==> src/rtl/ballot_pkg.sv <==
// Shared constants and types for the ballot input front end.
package ballot_pkg;

    localparam int NUM_CAND = 3;

    localparam int CAND_BJP = 0;
    localparam int CAND_INC = 1;
    localparam int CAND_JDS = 2;

    localparam int          BALLOT_W   = 6;
    localparam logic [5:0]  BALLOT_MAX = 6'd63;

    typedef enum logic [2:0] {
        IDLE,
        ARMED,
        CAST,
        LOCKOUT,
        CLOSED
    } ballot_state_t;

    // Number of set bits in a candidate vector.
    function automatic logic [1:0] popcount3(input logic [NUM_CAND-1:0] v);
        return 2'(v[0]) + 2'(v[1]) + 2'(v[2]);
    endfunction

endpackage

==> src/rtl/ballot_input_ctrl_button_debounce.sv <==
// One push-button path: two-flop synchroniser, debounce counter and a
// registered rising-edge detector on the debounced level.
module button_debounce #(
    parameter int DEBOUNCE_CYCLES = 4
) (
    input  logic clk,
    input  logic rst,
    input  logic btn_i,
    output logic level,
    output logic press
);

    localparam int CW = (DEBOUNCE_CYCLES < 2) ? 1 : $clog2(DEBOUNCE_CYCLES + 1);

    logic          sync1_q, sync2_q;
    logic          level_q, press_q;
    logic [CW-1:0] cnt_q;
    logic          differ, flip;

    assign differ = (sync2_q != level_q);
    // The counter would reach DEBOUNCE_CYCLES on this edge: flip instead of
    // storing that value, so the counter never needs to hold it.
    assign flip   = differ && (cnt_q == CW'(DEBOUNCE_CYCLES - 1));

    // Synchronise, count disagreement cycles, flip level and flag rising edges.
    always_ff @(posedge clk) begin
        if (rst) begin
            sync1_q <= 1'b0;
            sync2_q <= 1'b0;
            level_q <= 1'b0;
            press_q <= 1'b0;
            cnt_q   <= '0;
        end else begin
            sync1_q <= btn_i;
            sync2_q <= sync1_q;
            press_q <= flip && !level_q;
            if (!differ) begin
                cnt_q <= '0;
            end else if (flip) begin
                level_q <= !level_q;
                cnt_q   <= '0;
            end else begin
                cnt_q <= cnt_q + CW'(1);
            end
        end
    end

    assign level = level_q;
    assign press = press_q;

endmodule

==> src/rtl/ballot_input_ctrl.sv <==
// Ballot front end: debounced candidate buttons feed a one-vote-per-arm FSM
// that emits single-cycle vote pulses and counts accepted ballots.
module ballot_input_ctrl
    import ballot_pkg::*;
#(
    parameter int DEBOUNCE_CYCLES = 4,
    parameter int LOCKOUT_CYCLES  = 8
) (
    input  logic                clk,
    input  logic                rst,
    input  logic                i_btn_BJP,
    input  logic                i_btn_INC,
    input  logic                i_btn_JDS,
    input  logic                i_enable,
    input  logic                i_voting_over,
    output logic                o_BJP,
    output logic                o_INC,
    output logic                o_JDS,
    output logic                o_ready,
    output logic                o_reject,
    output logic [BALLOT_W-1:0] o_ballots
);

    localparam int LW = (LOCKOUT_CYCLES < 2) ? 1 : $clog2(LOCKOUT_CYCLES + 1);

    logic [NUM_CAND-1:0] btn_raw, level, press;
    logic [NUM_CAND-1:0] other_high;
    logic                accept, reject_ev, lock_done;

    ballot_state_t       state_q;
    logic [NUM_CAND-1:0] vote_q;
    logic                ready_q, reject_q;
    logic [BALLOT_W-1:0] ballots_q;
    logic [LW-1:0]       lock_cnt_q;

    assign btn_raw = {i_btn_JDS, i_btn_INC, i_btn_BJP};

    for (genvar g = 0; g < NUM_CAND; g++) begin : g_btn
        button_debounce #(
            .DEBOUNCE_CYCLES(DEBOUNCE_CYCLES)
        ) u_db (
            .clk   (clk),
            .rst   (rst),
            .btn_i (btn_raw[g]),
            .level (level[g]),
            .press (press[g])
        );
    end

    // A press is tainted when any other candidate's debounced level is high.
    always_comb begin
        other_high = '0;
        for (int i = 0; i < NUM_CAND; i++) begin
            other_high[i] = press[i] && |(level & ~(NUM_CAND'(1) << i));
        end
    end

    assign accept    = (popcount3(press) == 2'd1) && !(|other_high);
    assign reject_ev = (|press) && !accept;
    assign lock_done = (lock_cnt_q == LW'(LOCKOUT_CYCLES - 1));

    // Ballot FSM with registered outputs; end-of-poll overrides everything.
    always_ff @(posedge clk) begin
        if (rst) begin
            state_q    <= IDLE;
            vote_q     <= '0;
            ready_q    <= 1'b0;
            reject_q   <= 1'b0;
            ballots_q  <= '0;
            lock_cnt_q <= '0;
        end else begin
            vote_q   <= '0;
            reject_q <= 1'b0;
            if (i_voting_over) begin
                state_q <= CLOSED;
                ready_q <= 1'b0;
            end else begin
                case (state_q)
                    IDLE: begin
                        if (i_enable) begin
                            state_q <= ARMED;
                            ready_q <= 1'b1;
                        end
                    end
                    ARMED: begin
                        if (accept) begin
                            // The one-hot press vector is the latched candidate.
                            state_q <= CAST;
                            vote_q  <= press;
                            ready_q <= 1'b0;
                            if (ballots_q != BALLOT_MAX) begin
                                ballots_q <= ballots_q + BALLOT_W'(1);
                            end
                        end else if (reject_ev) begin
                            reject_q <= 1'b1;
                        end
                    end
                    CAST: begin
                        state_q    <= LOCKOUT;
                        lock_cnt_q <= '0;
                    end
                    LOCKOUT: begin
                        // Saturate the count, then wait for every button to be released.
                        if (!lock_done) begin
                            lock_cnt_q <= lock_cnt_q + LW'(1);
                        end else if (!(|level)) begin
                            state_q <= IDLE;
                        end
                    end
                    CLOSED: begin
                        state_q <= CLOSED;
                    end
                    default: begin
                        state_q <= IDLE;
                        ready_q <= 1'b0;
                    end
                endcase
            end
        end
    end

    assign o_BJP     = vote_q[CAND_BJP];
    assign o_INC     = vote_q[CAND_INC];
    assign o_JDS     = vote_q[CAND_JDS];
    assign o_ready   = ready_q;
    assign o_reject  = reject_q;
    assign o_ballots = ballots_q;

endmodule

==> config.mk <==
export PLATFORM = sky130hd
export DESIGN_NAME = ballot_input_ctrl
export DESIGN_NICKNAME = d
export VERILOG_FILES = /design/src/rtl/ballot_pkg.sv /design/src/rtl/ballot_input_ctrl_button_debounce.sv /design/src/rtl/ballot_input_ctrl.sv
export SDC_FILE = /design/constraint.sdc
export NUM_CORES = 1
export LEC_CHECK = 0
export CORE_ASPECT_RATIO = 0.6
export CORE_MARGIN = 2
export CORE_UTILIZATION = 28
export CTS_BUF_LIST = sky130_fd_sc_hd__clkbuf_2
export CTS_CLUSTER_SIZE = 10
export DETAILED_ROUTE_END_ITERATION = 10
export PLACE_DENSITY_LB_ADDON = 0.25
export SYNTH_ARGS = -nofsm -noshare
export SYNTH_HDL_FRONTEND = slang
export SYNTH_SLANG_ARGS = --single-unit
==> constraint.sdc <==
create_clock -name clk -period 2.4 [get_ports clk]
set_clock_uncertainty 0.2 [all_clocks]
set_input_delay 0.6 -clock clk [delete_from_list [all_inputs] [get_ports clk]]
set_output_delay 0.6 -clock clk [all_outputs]
set_load 0.05 [all_outputs]
# [Word-level counts from Yosys, hierarchy flattened]
# Index checks and enable logic that the tools add are counted.
[totals] regBits=39 in_bits=7 output_inout_bits=11 wordCells=109
[classes] addsub=7 eq_ne=22 mux=12 bitwise_logic=7 reduce_logical=39
[op_table] cell="$reduce_or 3->1" count=7
[op_table] cell="$eq 3x2->1 const B" count=5
[op_table] cell="$mux 3" count=5
[op_table] cell="$pmux 3 s5" count=1
[op_table] cell="$ne 3x3->1 const B" count=4
[op_table] cell="$reduce_and 4->1" count=3
[op_table] cell="$logic_and 1x1->1" count=11
[op_table] cell="$ne 2x2->1 const B" count=5
[op_table] cell="$add 3x1->3 const B" count=3
[op_table] cell="$pmux 4 s2" count=1
[op_table] cell="$reduce_or 2->1" count=4
[op_table] cell="$reduce_or 4->1" count=2
[op_table] cell="$not 1->1" count=7
[op_table] cell="$add 6x1->6 const B" count=1
[op_table] cell="$ne 6x6->1 const B" count=1
[op_table] cell="$reduce_and 2->1" count=3
[op_table] cell="$reduce_and 3->1" count=2
[op_table] cell="$logic_not 1->1" count=5
[op_table] cell="$add 4x1->4 const B" count=1
[op_table] cell="$eq 4x3->1 const B" count=1
[op_table] cell="$mux 4" count=1
[op_table] cell="$eq 3x1->1 const B" count=1
[op_table] cell="$eq 3x3->1 const B" count=1
[op_table] cell="$logic_not 3->1" count=1
[op_table] cell="7 further kinds" count=11

# [Logic depth before layout (Yosys ltp)]
# Gate-level depths: netlist (run 1).
[logic_depth] depth_word=8 depth_mapped=8 depth_no_buf=7

# [Hierarchy]
# A second synthesis (run 1) with hierarchy kept.
[hier_totals] cells_unflattened=159 area_unflattened_um2=1681.6
[modules_own_cells] mod="ballot_input_ctrl" n_inst=1 cells_each=102 area_per_inst_um2=949.7
[modules_own_cells] mod="button_debounce" n_inst=3 cells_each=19 area_per_inst_um2=244.0

# [Worst setup path after synthesis (run 1)]
# OpenSTA, ideal clock, no wires.
[synth_timing] kind="reg2reg" from="reg g_btn[0].u_db.press_q" to="reg ballots_q[2] (netlist: o_ballots[2])" setup_ps=121 arrival_time_ps=2133 t_required_ps=2079 setup_slack_ps=-54 path_stages_with_launch=9 synth_period_minus_slack_ps=2454 path_cell_list="dfxtp_1 inv_1 fa_1 nand2b_1 a221oi_1 nand3_1 clkbuf_1 nor4_1 mux2_2"
[synth_between] elab_chain_cells=5
[synth_rtl] item="start, declared" line_no="ballot_input_ctrl_button_debounce.sv:16" text="logic level_q, press_q;"
[synth_rtl] item="start signal, assigned" line_no="ballot_input_ctrl_button_debounce.sv:36" text="press_q <= flip && !level_q;"
[synth_rtl] item="$add 1x1->2 or $logic_and 1x1->1 (tied branches)" line_no="ballot_pkg.sv:23, ballot_input_ctrl.sv:54"
[synth_rtl] item="$add 2x1->2 or $reduce_or 3->1 (tied branches)" line_no="ballot_pkg.sv:23, ballot_input_ctrl.sv:58"
[synth_rtl] item="$eq 2x1->1 or $logic_not 1->1 (tied branches)" line_no="ballot_input_ctrl.sv:58" text="assign accept = (popcount3(press) == 2'd1) && !(|other_high);"
[synth_rtl] item="$logic_and 1x1->1 *" line_no="ballot_input_ctrl.sv:58"
[synth_rtl] item="$reduce_and 4->1 (no source line) *"
[synth_rtl] item="end signal, assigned" line_no="ballot_input_ctrl.sv:92" text="ballots_q <= ballots_q + BALLOT_W'(1);"
[synth_rtl] item="end, declared" line_no="ballot_input_ctrl.sv:33" text="logic [BALLOT_W-1:0] ballots_q;"
# Every way passes the cells marked *; elsewhere a longest branch is shown, timed or not.
# A chain may end at the register's enable or synchronous reset.

# [Worst setup path after layout (run 1)]
[layout_timing] from="reg g_btn[2].u_db.press_q" to="reg ballots_q[0] (netlist: o_ballots[0])"
[layout_between] elab_chain_cells=5
[layout_rtl] item="start, declared" line_no="ballot_input_ctrl_button_debounce.sv:16"
[layout_rtl] item="start signal, assigned" line_no="ballot_input_ctrl_button_debounce.sv:36"
[layout_rtl] item="parallel branches: the longest is 3 deep, another holds $add 2x1->2"
[layout_rtl] item="$logic_and 1x1->1 *" line_no="ballot_input_ctrl.sv:58"
[layout_rtl] item="$reduce_and 4->1 (no source line) *"
# Mark *: on every way between the ends.

==> results.json, run 1 <==
{
  "drive_above_1_share_pct": 21.2,
  "period_share_pct": 95.5,
  "p_per_area_nw_per_um2": 533,
  "drv_slew": 0,
  "grt_usage_pct": 9.95,
  "ys_seq_area_share_pct": 47.6,
  "worstSkewPairLatency_ns": 0.39,
  "dp_hpwl_mm": 2.12,
  "start_util_pct": 29.2,
  "place_ws_ns": -0.169,
  "tns_ns": 0,
  "grt_max_degree": 34,
  "relSlewSlack_pct": 66.0,
  "die_area_um2": 6510,
  "first_iter_violations": 62,
  "rows": 21,
  "worst_pin_slew_ns": 0.509,
  "worstPathRequired_ns": 2.51,
  "ys_types": 40,
  "globalplace.congestion": 0.700,
  "drc": 0,
  "syn_inst": 177,
  "max-cap-violations": 0,
  "hp-class": "reg -> reg",
  "viasPerCell": 4.31,
  "vias": 1241,
  "cp_slowest_stage_delay_ns": 0.48,
  "portBuffers": 17,
  "cts_root_buffer": "clkbuf_2",
  "setup_ws_ns": 0.108,
  "cp-end-kind": "flip-flop",
  "peakVddDrop_mv": 0.275,
  "syn_area_per_cell_um2": 9.27,
  "diodes": 0,
  "cts_tree": "built",
  "postCtsHoldBufs": 0,
  "critPathBufInv": 2,
  "die_h_um": 63.3,
  "num_io_pins": 18,
  "grt_setup_unrepaired": "yes",
  "synth_edf_count": 0,
  "yosysWarnings": 0,
  "area_growth_pct": 29.0,
  "cts_buffers": 5,
  "nets": 223,
  "min_from": "g_btn[0].u_db.cnt_q[0]",
  "final_common_cell": "dfxtp_1",
  "postPlaceCellArea_um2": 1980,
  "arrival_ns": 2.41,
  "die_w_um": 103,
  "fin_util_pct": 37.6,
  "wirelength_mm": 3.04,
  "crit_chain": "inv_2 > fa_1 > nand2b_4 > a221oi_2 > nand3_1 > buf_6 > nor3_4 > mux2_2",
  "h-tree-depth": 2,
  "crit_family": "adder cells",
  "synthFlopType": "dfxtp_1",
  "setup_viol": 0,
  "final-hold-violation-count": 0,
  "first_pass_iters": 4,
  "cp-startpoint": "g_btn[2].u_db.press",
  "syn-num-nets": 193,
  "first_global_vias": 1022,
  "netlist_area_um2": 1640,
  "postLayoutCellArea_um2": 2120,
  "core_um2": 5620,
  "ys_ff_latch": 39,
  "p_leak_nw": 0.895,
  "grt_remaining_overflow": 0,
  "status": "finished clean",
  "max_freq_mhz": 436,
  "critPathLaunchType": "flip-flop",
  "reg2reg_from": "g_btn[2].u_db.press",
  "path_clk_slew_ns": 0.21,
  "finalCriticalPeriod_ns": 2.29,
  "crit_path_max_fanout": 7,
  "finalPower_mw": 1.13,
  "crit_type": "reg -> reg",
  "mostFrequentLayoutCells": "dfxtp_1, nor2_1, nand2_1, nor2b_1",
  "ys_async_sr_fraction_pct": 0,
  "clock-sinks": 39,
  "antenna_found_initial": 0,
  "worst_path_max_delay_cell": "fa_1",
  "cts_max_path_buffers": 2,
  "routedWlPerCell_um": 10.5,
  "grt_first_pass_wirelength_mm": 4.94,
  "postRouteAntennaNets": 0
}
-- stage by stage --
stage	instances	hold slack, ns
floorplan	177	0.199
global placement	279	0.211
detailed placement	279	0.210
CTS	288	0.243
global route	288	0.257
finish	288	0.238
-- power breakdown --
group          switching [mW]  internal [mW]
registers             0.00733          0.658
logic                  0.0283         0.0259
clock network           0.231          0.177
total                   0.267          0.860
-- state kept, by name (all words and copies together), names as in the netlist --
signal / flops
g_btn.u_db.sync1_q: 3
lock_cnt_q: 4
g_btn.u_db.level: 3
o_reject: 1
vote_q: 3
g_btn.u_db.cnt_q: 9
state_q: 3
o_ready: 1
o_ballots: 6
g_btn.u_db.press: 3
g_btn.u_db.sync2_q: 3
-- synth_stat cells, drive strengths merged, types with 2 or more instances --
library cell | count | area (µm²)
dfxtp | 39 | 781
nor2 | 21 | 81.3
inv | 11 | 43.8
a21oi | 10 | 50.1
nand2 | 10 | 37.5
nor2b | 10 | 62.6
nor3 | 9 | 45.0
ha | 8 | 100
o21ai | 7 | 35.0
nand2b | 6 | 37.5
nand3 | 5 | 37.5
clkbuf | 4 | 15.0
or3 | 4 | 25.0
and3 | 3 | 18.8
mux2 | 3 | 33.8
or4 | 3 | 26.3
xnor2 | 3 | 26.3
and3b | 2 | 17.5
mux2i | 2 | 20.0
-- area by class of cell --
type	instances	area [µm²]
Clock buffer	5	25.0
Inverter	12	48.8
Timing Repair Buffer	28	270
Sequential cell	39	787
Clock inverter	3	43.8
Tap cell	80	100
Fill cell	591	3510
Multi-Input combinational cell	121	841
-- final timing paths --
| kind | end | slack, ns | depth (start not counted) |
|---|---|---|---|
| hold / removal | g_btn[0].u_db.cnt_q[0] | 0.24 | 1 |
| hold reg to reg | g_btn[0].u_db.cnt_q[0] | 0.24 | 1 |
| setup reg to reg | o_ballots[0] | 0.11 | 8 |
| setup / recovery | o_ballots[0] | 0.11 | 8 |
-- kinds of logic (layout without fill, tap and decap cells) --
group	count (synthesis)	after routing	synth area share (%)
compound gates	25	25	9.08
simple gates	79	79	26.5
fa+ha+maj	9	9	7.32
flops	39	39	47.6
buf+inv	17	48	4.58
mux	5	5	3.28
xor+xnor	3	3	1.60
-- layer usage --
| layer | GRT usage (%) | part of all wire (%) | up-vias |
|---|---|---|---|
| met5 | 0 | 0 | - |
| met4 | 2.96 | 0.56 | 0 |
| met3 | 4.77 | 7.2 | 4 |
| met2 | 12.8 | 38 | 28 |
| met1 | 14.4 | 55 | 545 |
| li1 | - | - | 664 |
-- repair_timing --
item / CTS / global route
pin swaps: 2 / 6
setup endpoints to repair: 12 / 12
buffers inserted: 1 / 1
gates resized for setup: 13 / 13
No activity file was read; power rests on OpenSTA's default activity.
==> run 2: changes to the inputs <==
- CORE_UTILIZATION: 28 -> 49
- CTS_BUF_LIST: sky130_fd_sc_hd__clkbuf_2 -> unset
==> run 2 against run 1 <==
Effect of this change:
- fmax down 2.5%
- non-clock buffer count down 1
- critical path depth shrank 7
- clock power rose by 33%
- critical path type is now reg -> out
==> results.json, run 2 (same netlist as run 1, synthesis figures left out) <==
{
  "relSlewSlack_pct": 66.4,
  "vias": 1322,
  "crit_family": "buffers and inverters",
  "top_register": "g_btn.u_db.cnt_q",
  "worstPathRequired_ns": 1.60,
  "start_util_pct": 50.9,
  "p_seq_share_pct": 52.6,
  "area_growth_pct": 25.8,
  "worstReg2RegEnd": "o_ballots[0]",
  "cp_slowest_stage_delay_ns": 0.84,
  "critPathLaunchType": "flip-flop",
  "status": "finished clean",
  "p_leak_nw": 0.761,
  "period_share_pct": 98.0,
  "nets": 222,
  "max-cap-violations": 0,
  "drive_above_1_share_pct": 18.4,
  "viasPerCell": 5.25,
  "peakVddDrop_mv": 0.385,
  "drc": 0,
  "cp-startpoint": "o_ballots[2]",
  "grt_max_degree": 20,
  "cts_max_path_buffers": 2,
  "finalPower_mw": 1.26,
  "tns_ns": 0,
  "crit_path_max_fanout": 5,
  "final-hold-violation-count": 0,
  "first_global_vias": 1315,
  "setup_viol": 0,
  "fin_util_pct": 64.0,
  "hp-class": "reg -> reg",
  "die_h_um": 48.8,
  "portBuffers": 17,
  "antenna_found_initial": 0,
  "core_um2": 3220,
  "largest_reg_flops": 9,
  "postRouteAntennaNets": 0,
  "worst_pin_slew_ns": 0.503,
  "routedWlPerCell_um": 12.6,
  "max_freq_mhz": 425,
  "die_w_um": 78.7,
  "grt_usage_pct": 18.6,
  "first_pass_iters": 4,
  "cts_root_buffer": "clkbuf_8",
  "num_io_pins": 18,
  "path_clk_slew_ns": 0.08,
  "worst_path_max_delay_cell": "clkdlybuf4s50_1",
  "critPathBufInv": 1,
  "h-tree-depth": 2,
  "globalplace.congestion": 0.819,
  "p_sw_share_pct": 21.4,
  "final_common_cell": "dfxtp_1",
  "wirelength_mm": 3.18,
  "cts_buffers": 5,
  "rows": 16,
  "cts_tree": "built",
  "p_int_mw": 0.990,
  "p_comb_share_pct": 4.2,
  "drv_slew": 0,
  "reg2reg_from": "g_btn[2].u_db.press",
  "fin_hold_ws_ns": 0.228,
  "grt_setup_unrepaired": "yes",
  "ff2ff_setup_slack_ns": 0.09,
  "clock_power_share_pct": 43.2,
  "first_iter_violations": 89,
  "crit_chain": "clkdlybuf4s50_1",
  "clock-sinks": 39,
  "p_per_area_nw_per_um2": 611,
  "post_cts_buffers": 0,
  "reg2regPathDepth": 7,
  "cp-end-kind": "output port",
  "dp_hpwl_mm": 2.30,
  "worstSkewPairLatency_ns": 0.29,
  "arrival_ns": 1.55,
  "grt_first_pass_wirelength_mm": 5.61,
  "diodes": 0,
  "cp.depth": 1,
  "critPathCapture": "o_ballots[2]",
  "finalCriticalPeriod_ns": 2.35,
  "p_switching_mw": 0.270,
  "die_area_um2": 3840,
  "mostFrequentLayoutCells": "dfxtp_1, nor2_1, clkdlybuf4s50_1",
  "grt_remaining_overflow": 0,
  "crit_type": "reg -> out"
}
run 2: changes by cell type in the layout (fill, tap and decap cells not counted), sizes merged:
| cell | delta |
|---|---|
| clkdlybuf4s50 | +11 |
| dlymetal6s2s | -4 |
| dlygate4sd2 | -7 |
| buf | -1 |
run 2: area by class of cell:
cell class                 count  area (µm²)
clock buffer                   5        68.8
clock inverter                 3        43.8
fill                         276        1160
inverter                      12        48.8
multi-input combinational    121         811
sequential                    39         786
tap                           45        56.3
timing repair buffer          27         249
run 2: power by group through the flow:
stage                     Clock, mW  Combinational, mW  Sequential, mW
final                         0.544             0.0529           0.663
after global routing          0.590             0.0585           0.665
after CTS                     0.555             0.0528           0.663
after detailed placement          0             0.0522           0.679
after global placement            0             0.0498           0.678
after floorplan                   0             0.0289           0.679
run 2: timing repair:
item / 4_1_cts / 5_1_grt
pin swaps: 1 / 3
setup endpoints to repair: 4 / 6
gates cloned: 0 / 0
hold buffers: 0 / 0
resized for setup: 3 / 4
run 2: worst min path at each step:
stage                                 startpoint                      to  slack, ns  cells after the start
after CTS                 g_btn[2].u_db.cnt_q[0]  g_btn[2].u_db.cnt_q[0]       0.23                      1
after detailed placement  g_btn[2].u_db.cnt_q[0]  g_btn[2].u_db.cnt_q[0]       0.22                      1
after global placement    g_btn[1].u_db.cnt_q[0]  g_btn[1].u_db.cnt_q[0]       0.21                      1
after floorplan           g_btn[0].u_db.cnt_q[0]  g_btn[0].u_db.cnt_q[0]       0.20                      1
after global routing      g_btn[2].u_db.cnt_q[0]  g_btn[2].u_db.cnt_q[0]       0.26                      1
final                     g_btn[2].u_db.cnt_q[0]  g_btn[2].u_db.cnt_q[0]       0.23                      1
run 2: stage by stage:
stage                     setup WS [ns]  area (µm²)  std cells
after detailed placement         -0.199        1920        244
after global placement           -0.152        1920        244
after global routing            -0.0358        2060        252
after CTS                        0.0256        2050        252
after floorplan                -0.00582        1650        177
final                            0.0485        2060        252
run 2: layer usage:
metal,part of all wire (%),global-route usage [%],routed length [µm],up-vias
met5,0,0,0,-
met4,1.8,7.60,56,0
li1,-,-,-,666
met1,45,23.7,1440,593
met3,7.6,5.74,241,9
met2,45,29.5,1440,54
